<file path="config.mk">
export PLATFORM = sky130hd
export DESIGN_NAME = noc_packetizer
export DESIGN_NICKNAME = d
export VERILOG_FILES = /design/src/rtl/noc_packetizer_pkg.sv /design/src/rtl/noc_packetizer.sv
export SDC_FILE = /design/constraint.sdc
export NUM_CORES = 1
export LEC_CHECK = 0
export ABC_CLOCK_PERIOD_IN_PS = 1760
export CORE_ASPECT_RATIO = 0.5
export CORE_MARGIN = 10
export CORE_UTILIZATION = 38
export DETAILED_ROUTE_END_ITERATION = 8
export PLACE_DENSITY = 0.76
export SYNTH_ARGS = -nofsm -noshare
export SYNTH_HDL_FRONTEND = slang
export SYNTH_SLANG_ARGS = --single-unit
</file>
<file path="constraint.sdc">
create_clock -name clk -period 1.76 [get_ports clk]
set_input_delay 0.264 -clock clk [delete_from_list [all_inputs] [get_ports clk]]
set_output_delay 0.264 -clock clk [all_outputs]
set_load 0.1 [all_outputs]
</file>
<file path="src/rtl/noc_packetizer_pkg.sv">
// noc_packetizer shared definitions
// Flit type codes, header field layout and FSM state encoding.
package noc_packetizer_pkg;

   localparam int NOC_FLIT_W  = 16;
   localparam int NOC_COORD_W = 5;
   localparam int NOC_LEN_W   = 5;
   localparam int NOC_MAX_LEN = 16;

   localparam logic [1:0] FLIT_HEAD = 2'b01;
   localparam logic [1:0] FLIT_BODY = 2'b00;

   localparam int HDR_TYPE_LSB = 14;
   localparam int HDR_LEN_LSB  = 10;
   localparam int HDR_LEN_W    = 4;
   localparam int HDR_DX_LSB   = 5;
   localparam int HDR_DY_LSB   = 0;

   typedef enum logic {
      ST_IDLE = 1'b0,
      ST_BODY = 1'b1
   } state_e;

   // Header: type, len-1, dest_x, dest_y; coordinates sit where
   // the router picks them up.
   function automatic logic [NOC_FLIT_W-1:0] make_header(
      input logic [NOC_COORD_W-1:0] dx,
      input logic [NOC_COORD_W-1:0] dy,
      input logic [NOC_LEN_W-1:0]   len
   );
      logic [NOC_FLIT_W-1:0] h;
      logic [HDR_LEN_W-1:0]  lm1;
      lm1 = HDR_LEN_W'(len - NOC_LEN_W'(1));
      h = '0;
      h[HDR_TYPE_LSB +: 2]          = FLIT_HEAD;
      h[HDR_LEN_LSB +: HDR_LEN_W]   = lm1;
      h[HDR_DX_LSB +: NOC_COORD_W]  = dx;
      h[HDR_DY_LSB +: NOC_COORD_W]  = dy;
      return h;
   endfunction

   // A request is legal for 1..max payload flits.
   function automatic logic len_legal(
      input logic [NOC_LEN_W-1:0] len,
      input int                   max_len
   );
      return (len != '0) && (int'(len) <= max_len);
   endfunction

endpackage

</file>
<file path="src/rtl/noc_packetizer.sv">
// noc_packetizer: NI injection stage in front of the router
// Emits a header flit then req_len payload flits per request.
module noc_packetizer
   import noc_packetizer_pkg::*;
#(
   parameter int FLIT_W  = NOC_FLIT_W,
   parameter int COORD_W = NOC_COORD_W,
   parameter int LEN_W   = NOC_LEN_W,
   parameter int MAX_LEN = NOC_MAX_LEN
) (
   input  logic               clk,
   input  logic               rst_n,
   input  logic               req_valid,
   output logic               req_ready,
   input  logic [COORD_W-1:0] req_dest_x,
   input  logic [COORD_W-1:0] req_dest_y,
   input  logic [LEN_W-1:0]   req_len,
   input  logic [FLIT_W-1:0]  pld_data,
   input  logic               pld_valid,
   output logic               pld_ready,
   output logic [FLIT_W-1:0]  flit_data,
   output logic               flit_valid,
   input  logic               flit_ready,
   output logic               flit_last,
   output logic               busy,
   output logic               err_len
);

   state_e              state_q, state_d;
   logic [LEN_W-1:0]    remain_q, remain_d;
   logic [FLIT_W-1:0]   fdata_q, fdata_d;
   logic                fvalid_q, fvalid_d;
   logic                flast_q, flast_d;
   logic                err_q, err_d;

   logic                out_free;
   logic                req_fire;
   logic                pld_fire;
   logic                flit_fire;
   logic                len_ok;
   logic [FLIT_W-1:0]   header;

   // Handshake qualifiers and the header built from the request.
   always_comb begin
      out_free  = !fvalid_q || flit_ready;
      req_ready = (state_q == ST_IDLE);
      pld_ready = (state_q == ST_BODY)
                  && (remain_q != '0)
                  && out_free;
      req_fire  = req_valid && req_ready;
      pld_fire  = pld_valid && pld_ready;
      flit_fire = fvalid_q && flit_ready;
      len_ok    = len_legal(req_len, MAX_LEN);
      header    = make_header(req_dest_x, req_dest_y, req_len);
   end

   // Next state, counter and output-register loads.
   always_comb begin
      state_d  = state_q;
      remain_d = remain_q;
      fdata_d  = fdata_q;
      fvalid_d = fvalid_q;
      flast_d  = flast_q;
      err_d    = 1'b0;
      unique case (state_q)
         ST_IDLE: begin
            if (flit_fire) begin
               fvalid_d = 1'b0;
               flast_d  = 1'b0;
            end
            if (req_fire) begin
               if (len_ok) begin
                  fdata_d  = header;
                  fvalid_d = 1'b1;
                  flast_d  = 1'b0;
                  remain_d = req_len;
                  state_d  = ST_BODY;
               end else begin
                  err_d = 1'b1;
               end
            end
         end
         ST_BODY: begin
            if (pld_fire) begin
               fdata_d  = pld_data;
               fvalid_d = 1'b1;
               flast_d  = (remain_q == LEN_W'(1));
               remain_d = remain_q - LEN_W'(1);
            end else if (flit_fire) begin
               fvalid_d = 1'b0;
               if (flast_q) begin
                  flast_d = 1'b0;
                  state_d = ST_IDLE;
               end
            end
         end
         default: begin
            state_d  = ST_IDLE;
            fvalid_d = 1'b0;
            flast_d  = 1'b0;
         end
      endcase
   end

   // State and output register; reset abandons any partial packet.
   always_ff @(posedge clk or negedge rst_n) begin
      if (!rst_n) begin
         state_q  <= ST_IDLE;
         remain_q <= '0;
         fdata_q  <= '0;
         fvalid_q <= 1'b0;
         flast_q  <= 1'b0;
         err_q    <= 1'b0;
      end else begin
         state_q  <= state_d;
         remain_q <= remain_d;
         fdata_q  <= fdata_d;
         fvalid_q <= fvalid_d;
         flast_q  <= flast_d;
         err_q    <= err_d;
      end
   end

   assign flit_data  = fdata_q;
   assign flit_valid = fvalid_q;
   assign flit_last  = flast_q;
   assign busy       = (state_q != ST_IDLE);
   assign err_len    = err_q;

endmodule
</file>
-- Word-level counts from Yosys, hierarchy flattened
Index checks and enable logic that the tools add are counted.
- add/sub/neg operators: 2
- $lt $le $gt $ge: 1
- equal/unequal tests: 4
- muxes and demuxes: 27
- bitwise gates (word level): 1
- reductions and logical operators: 11
- operator list (cell ; number):
    $mux 16 ; 3
    $pmux 16 s2 ; 1
    $mux 1 ; 16
    $mux 5 ; 3
    $pmux 5 s2 ; 1
    $reduce_bool 5->1 ; 2
    $logic_and 1x1->1 ; 6
    $ne 2x1->1 const B ; 3
    $pmux 1 s2 ; 3
    $eq 5x1->1 const B ; 1
    $le 5x5->1 const B ; 1
    $sub 5x1->5 const B ; 1
    $sub 4x1->4 const B ; 1
    $reduce_and 3->1 ; 1
    $logic_not 1->1 ; 1
    $logic_or 1x1->1 ; 1
    $not 1->1 ; 1
- bits in registers: 25
- input bits: 36
- output and inout port bits: 22

-- Longest topological paths before layout
Gate-level depths: netlist of run 1.
- depth in word-level cells: 6
- gate-level depth with buffers: 7

-- Worst setup path after synthesis of run 1
OpenSTA, ideal clock, no wires.
- path kind: reg-to-output
- start: reg state_q (netlist: busy)
- end: out pld_ready
- arrival time: 2558 ps
- setup slack: -1062 ps
- cell stages (with the launch flop): 5
- path buffers: 3
- path through: dfrtp_1 buf_2 buf_2 clkbuf_1 and3_1
- cells in the longest elaborated chain, start to end: 2
- RTL lines (item ; RTL line ; source):
    from (decl) ; noc_packetizer.sv:29 ; state_e state_q, state_d;
    from (signal assigned) ; noc_packetizer.sv:115 ; state_q <= state_d;
    $logic_and 1x1->1 ; noc_packetizer.sv:48 ; && (remain_q != '0)
    $logic_and 1x1->1 ; noc_packetizer.sv:49 ; && out_free;
    to (decl) ; noc_packetizer.sv:20 ; output logic pld_ready,
No other way between the ends.

-- Worst setup path in the final report of run 1
- start: reg remain_q[1]
- end: reg fdata_q[5] (netlist: flit_data[5])
- cells in the longest elaborated chain, start to end: 6
- RTL lines (item ; RTL line ; source):
    from (decl) ; noc_packetizer.sv:30 ; logic [LEN_W-1:0] remain_q, remain_d;
    from (signal assigned) ; noc_packetizer.sv:116 ; remain_q <= remain_d;
    $reduce_bool 5->1 ; noc_packetizer.sv:48 ;
    $logic_and 1x1->1 ; noc_packetizer.sv:48 ;
    $logic_and 1x1->1 ; noc_packetizer.sv:49 ;
    $logic_and 1x1->1 ; noc_packetizer.sv:51 ; pld_fire = pld_valid && pld_ready;
    $ne 2x1->1 (no source line) ; - ;
    $reduce_and 3->1 (no source line) ; - ;
    to (signal assigned) ; noc_packetizer.sv:117 ; fdata_q <= fdata_d;
    to (decl) ; noc_packetizer.sv:31 ; logic [FLIT_W-1:0] fdata_q, fdata_d;
No other way between the ends.
A chain may end at the register's enable or synchronous reset.

==> impl_metrics.toml, run 1 <==
[status]
outcome = "complete, but fails checks"
violations = "negative setup slack"

[clock_network]
clkLatencyLatePin_ps = 270
cts.sink_count = 25
cts.path.max_buffers = 2
numCtsBuffers = 3
clkTransAtPathRegs_ps = 90
clock-root-buffer = "clkbuf_8"
ctsHoldBuffers = 0
htree_levels = 1
cts_tree = "yes"

[sta]
period_needed_ps = 2003
max-slew-margin-rel = 0.7463
final_hold_viol_count = 0
setup_slack_ps = -243.2
fmax_mhz = 499.2
finalMaxSlewViolations = 0
skew_ps = 6.609
rsz0062_at_grt = "true"
holdWs_ps = 359.5
report.final.setup_viol = 25
worstMarginPinSlew_ps = 379.8
period_share = 1.138

[job]
max_cap_violations = 0

[synth]
syn_nets = 152
yosysUniqueCellTypes = 35
ys_seq_area_frac = 0.4533
yosysWarnings = 0
syn_area_mm2 = 0.001380
synth_cells = 113
ys_ff_latch = 25
avgSynthCellArea_um2 = 12.21

[grt]
grt_first_pass_wirelength_um = 6872
grt.total_usage = 0.1268
first_global_vias = 1287
grt_max_degree = 29
antenna_found_initial = 0
grt_overflow_total = 0

[power_and_ir_drop]
pwr_density_cell_mw_per_mm2 = 1177
p_total_mw = 2.996
switching_power_mw = 1.322
p_clk_frac = 0.116
power.leakage_nw = 1.104
comb_power_share = 0.606
intPower_mw = 1.674
swShare = 0.4412
vdd_drop_max_mv = 0.5312
pwr-share-seq = 0.278

[floorplanning]
coreArea_mm2 = 0.003472
boundaryPins = 58
die_h_um = 62.62
fp.dieArea_mm2 = 0.006589
die_w_um = 105.2
start_util = 0.3975
row_count = 15

[setup_path]
crit_arrival_ps = 2160
worstPathRequired_ps = 1920
end_kind = "flop"
crit_type = "reg -> reg"
r2r_slack_ps = -240
cp_max_fo = 4
crit_path_start_kind = "flop"

[cells_and_area]
drive_above_1_share = 0.4745
nets = 236
syn_to_final_growth_pct = 84.50
antenna_cells = 0
final_util = 0.7333
finalNonFillerCells = 247

[place]
place_congestion = 0.8545
portBuffers = 57
place.detailed.hpwl_um = 3179
dp_cells = 234

[route]
drt_iter0_markers = 83
wl_um = 4621
wl_met2_um = 2468
dr_wl_met3_um = 213
wl_met1_um = 1858
antenna_left = 0
vias = 1260
vias_per_cell = 5.101
top_layer_used = "met4"
routedWlPerCell_um = 18.71
dr.pass1.iters = 4
drcViolationCount = 0

[worst_hold_path]
hold_path.class = "in -> async"
## cell usage in the layout (no fill, tap or decap), drive strengths merged, types with 2 or more instances in the layout
| master | instances |
|---|---|
| nor2 | 2 |
| nand3 | 4 |
| clkdlybuf4s50 | 35 |
| inv | 5 |
| clkbuf | 4 |
| and3 | 3 |
| nand2 | 9 |
| ha | 3 |
| dfrtp | 25 |
| o21ai | 5 |
| nor3 | 4 |
| a31oi | 2 |
| mux2 | 26 |
| nor3b | 3 |
| o22a | 2 |
| mux2i | 2 |
| buf | 46 |
## layer usage
layer	vias to the layer above	global-route usage
li1	584	-
met1	622	0.1496
met2	46	0.2222
met3	8	0.02881
met4	0	0.04082
met5	-	0
## cells in the mapped netlist (all sizes together)
cell type,count,area (um^2)
o22a,2,17.52
and3b,1,8.760
mux2,26,322.8
and4,1,8.760
nand2b,1,6.260
nor3,4,20.02
a2bb2oi,1,8.760
dfrtp,25,625.6
nor3b,3,27.52
o22ai,1,6.260
ha,3,37.54
a221o,1,10.01
or4b,1,13.76
a22o,1,8.760
clkbuf,1,3.750
o311ai,1,8.760
buf,3,21.27
a31oi,2,12.51
xor2,1,8.760
mux2i,2,20.02
and3,3,18.77
nor2,2,7.510
o2bb2ai,1,8.760
xnor2,1,8.760
nand3,4,20.02
nand4,1,21.27
o21ai,5,25.02
a21oi,1,5.000
inv,6,22.52
o221a,1,11.26
nand2,7,33.78
## cell families (layout without fill, tap and decap cells)
kind of cell | count (synthesis) | count (layout) | synth area share
fa+ha+maj | 3 | 3 | 0.02720
mux | 28 | 28 | 0.2484
xor+xnor | 2 | 2 | 0.01269
buf+inv | 10 | 91 | 0.03445
flops | 25 | 25 | 0.4533
compound gates | 17 | 17 | 0.08885
simple gates | 28 | 30 | 0.1351
## flip-flops by register name, summed over array words and instances (netlist names)
signal      count
busy            1
err_len         1
flit_data      16
flit_last       1
flit_valid      1
remain_q        5
## metrics by stage
stage | worst slack (ps) | TNS, ps | instance area [um^2]
after floorplan | -244.1 | -2518 | 1411
after global placement | -421.0 | -8746 | 2352
after detailed placement | -524.6 | -10820 | 2352
after CTS | -232.6 | -3455 | 2481
after global routing | -307.0 | -6208 | 2546
final | -243.2 | -4667 | 2546
## path summary, 6_finish.rpt
kind                          startpoint       endpoint  cells after the start
min                                rst_n  flit_data[14]                      2
max reg2reg                  remain_q[1]   flit_data[5]                      7
max in group asynchronous          rst_n           busy                      2
min reg2reg                flit_data[15]  flit_data[15]                      1
min in group clk           flit_data[15]  flit_data[15]                      1
max                          remain_q[1]   flit_data[5]                      7
## timing repair
item	4_1_cts	5_1_grt
gates resized for setup	12	3
buffers inserted	3	4
endpoints found under the setup margin	25	26
gates cloned	1	1
pin swaps	6	3
## power groups by stage
stage | registers [mW] | clock network, mW | logic (mW)
6_report | 0.834 | 0.346 | 1.82
5_1_grt | 0.848 | 0.384 | 1.88
4_1_cts | 0.833 | 0.353 | 1.71
3_5_place_dp | 0.840 | 0 | 1.65
3_3_place_gp | 0.834 | 0 | 1.63
2_1_floorplan | 1.41 | 0 | 0.376
## worst max-delay path, stage by stage, from the launching register on
cell and delay, ps:
dfrtp_1 390, inv_2 90, ha_4 160, or4b_4 470, buf_4 160, nand4_4 200, nand2_4 110, mux2_4 300
## cell type report
cell class                      instances  area [um^2]
Tap cell                               51        63.81
Clock buffer                            4        45.04
Multi-Input combinational cell         80        802.0
Fill cell                             210        925.9
Inverter                                6        26.28
Timing Repair Buffer                   81        978.4
Sequential cell                        25        630.6
No activity file was read; power rests on OpenSTA's default activity.
==> run 2, diff against run 1 <==
Settings changed: ABC_CLOCK_PERIOD_IN_PS 1760 to 1800.
Clock period 1.76 ns to 1.8 ns, I/O delays scaled along.
==> run 2 against run 1 <==
  * The flow still finishes with violations (negative setup slack)
  * Clock skew is 2.8 ps lower
  * Core utilization is 6.3 points lower
  * Power fell by 12%
  * Design area shrank 8.6%
  * Sequential power fell by 6.1%
  * Global-route usage shrank 0.18 points
  * Count of clock-buffer cells in the layout shrank 1
  * Sequential cell count unchanged
  * Sequential share of layout area is 2.3 points higher
  * Critical path type is now reg -> out
  * Largest cell class is now multi-input combinational cells
==> impl_metrics.toml, run 2 (synthesis results as in run 1) <==
[status]
outcome = "complete, but fails checks"
violations = "negative setup slack"

[clock_network]
cts.path.max_buffers = 2
numCtsBuffers = 3
clkLatencyLatePin_ps = 270
clkTransAtPathRegs_ps = 80
htree_levels = 1
clock-root-buffer = "clkbuf_8"
ctsHoldBuffers = 0
cts_tree = "yes"
cts.sink_count = 25

[place]
place.detailed.hpwl_um = 3086
place_congestion = 0.8453
pre_cts_slack_ps = -474.2
portBuffers = 57

[grt]
antenna_found_initial = 0
grt_first_pass_wirelength_um = 6810
first_global_vias = 1275
use_met3 = 0.03292
grt_use_met1 = 0.1440
grt_max_degree = 29
grt.total_usage = 0.1251
grt_util_met2 = 0.2215
top_usage_layer = "met2"
grt_overflow_total = 0

[setup_path]
r2r-start = "remain_q[0]"
slowest_delay_ps = 490
r2r_slack_ps = -60
slowest_stage = "or4b_4"
reg2reg_depth = 6
end_kind = "output port"
path_cells = "inv_2 > ha_4 > or4b_4 > and3_4 > buf_12"
crit_type = "reg -> out"
r2r-end = "flit_data[10]"
crit_path_start_kind = "flop"
worstPathRequired_ps = 1530
cp_max_fo = 4
crit_arrival_ps = 1740

[sta]
max-slew-margin-rel = 0.7501
setup_slack_ps = -211.9
fmax_mhz = 497.0
skew_ps = 3.838
final_hold_viol_count = 0
worstMarginPinSlew_ps = 374.1
period_needed_ps = 2012
holdWs_ps = 363.6
period_share = 1.118
report.final.setup_viol = 19
finalMaxSlewViolations = 0
rsz0062_at_grt = "true"

[route]
wl_um = 4252
drt_iter0_markers = 81
routedWlPerCell_um = 17.50
dr.pass1.iters = 4
antenna_left = 0
drcViolationCount = 0
vias = 1231
vias_per_cell = 5.066

[cells_and_area]
syn_to_final_growth_pct = 68.72
final_cell_mix = "clkdlybuf4s50_1, buf_4, dfrtp_1, mux2_2"
largest_reg_flops = 16
drive_above_1_share = 0.4844
layout_commonest_cell = "clkdlybuf4s50_1"
nets = 232
antenna_cells = 0

[floorplanning]
row_count = 15
boundaryPins = 58
die_h_um = 62.62
start_util = 0.3975
coreArea_mm2 = 0.003472
die_w_um = 105.2
fp.dieArea_mm2 = 0.006589

[power_and_ir_drop]
pwr_density_cell_mw_per_mm2 = 1134
p_total_mw = 2.641
power.leakage_nw = 1.028
vdd_drop_max_mv = 0.5031

[job]
max_cap_violations = 0

[worst_hold_path]
hold_path.class = "in -> async"
run 2: changes by cell type in the layout (fill, tap and decap cells not counted), sizes merged:
cell,before,now
dlymetal6s2s,0,1
clkdlybuf4s50,35,34
clkbuf,4,3
clkinv,0,1
buf,46,42
run 2: worst max-delay path by stage:
stage / endpoint / startpoint / depth (start not counted)
floorplan: remain_q[1] / busy / 5
global placement: flit_data[4] / req_len[0] / 7
detailed placement: flit_data[0] / req_len[0] / 7
CTS: pld_ready / remain_q[0] / 5
global route: pld_ready / remain_q[1] / 5
finish: pld_ready / remain_q[0] / 5
run 2: worst max-delay path: cells and delay by family, from the launching register on:
kind | cells | cell delay (ps)
and+or+nand+nor | 2 | 690
DFF | 1 | 400
buffers and inverters | 2 | 240
adders and majority gates | 1 | 150
run 2: cell type report:
class | count | area, um^2
Fill cell | 252 | 1144
Multi-Input combinational cell | 80 | 782.0
Timing Repair Buffer | 77 | 779.5
Sequential cell | 25 | 630.6
Tap cell | 51 | 63.81
Clock buffer | 3 | 41.29
Inverter | 6 | 26.28
Clock inverter | 1 | 5.005
run 2: stage by stage:
step | instances | TNS, ps | util | cell area [um^2]
2_1_floorplan | 113 | -1717 | - | 1411
3_3_place_gp | 234 | -8059 | 0.6270 | 2177
3_5_place_dp | 234 | -9738 | 0.6270 | 2177
4_1_cts | 240 | -669.0 | 0.6580 | 2285
5_1_grt | 243 | -2567 | 0.6706 | 2328
6_report | 243 | -886.4 | 0.6706 | 2328
run 2: repair_timing:
item / in CTS / in global routing
cloned: 1 / 1
resized for setup: 11 / 7
pin swaps: 3 / 3
endpoints found under the setup margin: 24 / 24
buffers inserted: 1 / 2
run 2: report_power, final:
part           internal, mW  total, mW  switching, mW
clock network         0.155      0.326          0.171
registers             0.691      0.783         0.0922
logic                 0.585       1.53          0.947
total                  1.43       2.64           1.21
run 2: routing by layer:
layer  part of all wire  up-vias
met3              0.055        4
met1               0.41      616
met4              0.014        0
met2               0.52       35
met5                  0        -
li1                   -      576
==> run 3, diff against run 2 <==
Settings changed: ABC_CLOCK_PERIOD_IN_PS 1800 to 2500, CORE_UTILIZATION 38 to 30, PLACE_DENSITY 0.76 to default.
Clock period 1.8 ns to 2.5 ns, I/O delays scaled along.
==> run 3 against run 2 <==
  * The run now ends clean
  * Critical path depth stayed put
  * Worst hold slack gained 110 ps
  * Register-to-register slack better by 470 ps
  * Non-clock buffer count decreased by 15
  * Worst setup slack gained 460 ps
==> impl_metrics.toml, run 3 (synthesis results as in run 1) <==
[power_and_ir_drop]
pwr_density_cell_mw_per_mm2 = 842.8
power.leakage_nw = 0.9048
vdd_drop_max_mv = 0.2922

[place]
place.detailed.hpwl_um = 2947
portBuffers = 57
place_congestion = 0.7928
pre_cts_slack_ps = 55.41

[cells_and_area]
seq_area_um2 = 626.9
layout_commonest_cell = "clkdlybuf4s50_1"
fillers = 432
drive_above_1_share = 0.3600
largest_reg_flops = 16
final_cell_mix = "clkdlybuf4s50_1, buf_4, dfrtp_1, mux2_2, mux2_4"
antenna_cells = 0
syn_to_final_growth_pct = 47.78
multi_input_area_um2 = 708.2
nets = 215

[sta]
period_share = 0.8997
finalMaxSlewViolations = 0
final.setup.tns_ps = 0
report.final.setup_viol = 0
fmax_mhz = 444.6
skew_ps = 4.874
max-slew-margin-rel = 0.7505
period_needed_ps = 2249
rsz0062_at_grt = "false"
final_hold_viol_count = 0
setup_slack_ps = 250.9
worstMarginPinSlew_ps = 369.5

[setup_path]
path_cells = "inv_1 > ha_1 > or4b_4 > and3_2 > buf_12"
crit_arrival_ps = 1870
cp_max_fo = 4
crit_type = "reg -> out"
slowest_delay_ps = 500
slowest_stage = "or4b_4"
cpLargestDelayFamily = "simple AND/OR/NAND/NOR gates"
r2r_slack_ps = 410
end_kind = "output port"
critPathBufInv = 2
worstPathRequired_ps = 2120
crit_path_start_kind = "flop"

[route]
antenna_left = 0
drcViolationCount = 0
dr.pass1.iters = 4
wl_um = 3754
drt_iter0_markers = 43
vias = 1088
routedWlPerCell_um = 16.18
vias_per_cell = 4.690

[status]
outcome = "complete, no violations"

[grt]
antenna_found_initial = 0
first_global_vias = 1192
grt_overflow_total = 0
grt.total_usage = 0.09702
grt_max_degree = 26
grt_first_pass_wirelength_um = 6099

[clock_network]
post_cts_resized = 0
cts.path.max_buffers = 2
post_cts_buffers = 0
cts.sink_count = 25
htree_levels = 1
clkTransAtPathRegs_ps = 90
numCtsBuffers = 3
clock-root-buffer = "clkbuf_8"
ctsHoldBuffers = 0
clkLatencyLatePin_ps = 270
cts_tree = "yes"

[floorplanning]
die_w_um = 115.9
fp.dieArea_mm2 = 0.007878
row_count = 17
coreArea_mm2 = 0.004424
die_h_um = 67.96
boundaryPins = 58
start_util = 0.3119

[worst_hold_path]
hold_path.class = "in -> async"

[job]
max_cap_violations = 0
## run 3: cell types whose count changed in the layout (fill, tap and decap cells not counted), sizes merged
cell,change
buf,-15
clkinvlp,-1
clkbuf,+1
dlymetal6s2s,-1
clkdlybuf4s50,+1
inv,+1
nand2,-2
clkinv,-1
## run 3: through the flow
step | hold WS (ps) | power [mW] | utilization | std cells | cell area, um^2
after global routing | 491.8 | 1.809 | 0.4610 | 232 | 2039
after global placement | 478.0 | 1.485 | 0.4508 | 228 | 1994
after CTS | 480.7 | 1.736 | 0.4610 | 232 | 2039
after floorplan | 79.41 | 1.254 | - | 113 | 1383
after detailed placement | 490.3 | 1.494 | 0.4508 | 228 | 1994
final | 470.5 | 1.719 | 0.4610 | 232 | 2039
## run 3: final cells by class
| class | count | share of cell area |
|---|---|---|
| timing repair buffer | 62 | 0.2773 |
| tap | 57 | 0.03497 |
| clock buffer | 4 | 0.02209 |
| multi-input combinational | 78 | 0.3472 |
| inverter | 6 | 0.01104 |
| sequential | 25 | 0.3074 |
## run 3: worst reg2reg max path, stage by stage (launching register included)
cell     delay, ps
dfrtp_1        420
inv_1           90
ha_1           200
or4b_4         500
and4_1         290
nor2_1         310
o21ai_0        150
## run 3: worst paths after layout
path                          startpoint            end  cells past startpoint
max in group asynchronous          rst_n           busy                      2
min in group clk           flit_data[15]  flit_data[15]                      1
hold reg to reg            flit_data[15]  flit_data[15]                      1
setup / recovery             remain_q[0]      pld_ready                      5
hold / removal                     rst_n   flit_data[9]                      2
setup reg to reg             remain_q[0]           busy                      6
## run 3: power breakdown
part	internal, mW	switching, mW
logic	0.294	0.613
clock network	0.114	0.125
registers	0.497	0.0759
total	0.905	0.814
## run 3: metal layers
layer  GRT usage  share of wire
met1      0.1197           0.45
met2      0.1649           0.50
met3     0.02269          0.039
met4     0.03560          0.019
met5           0              0
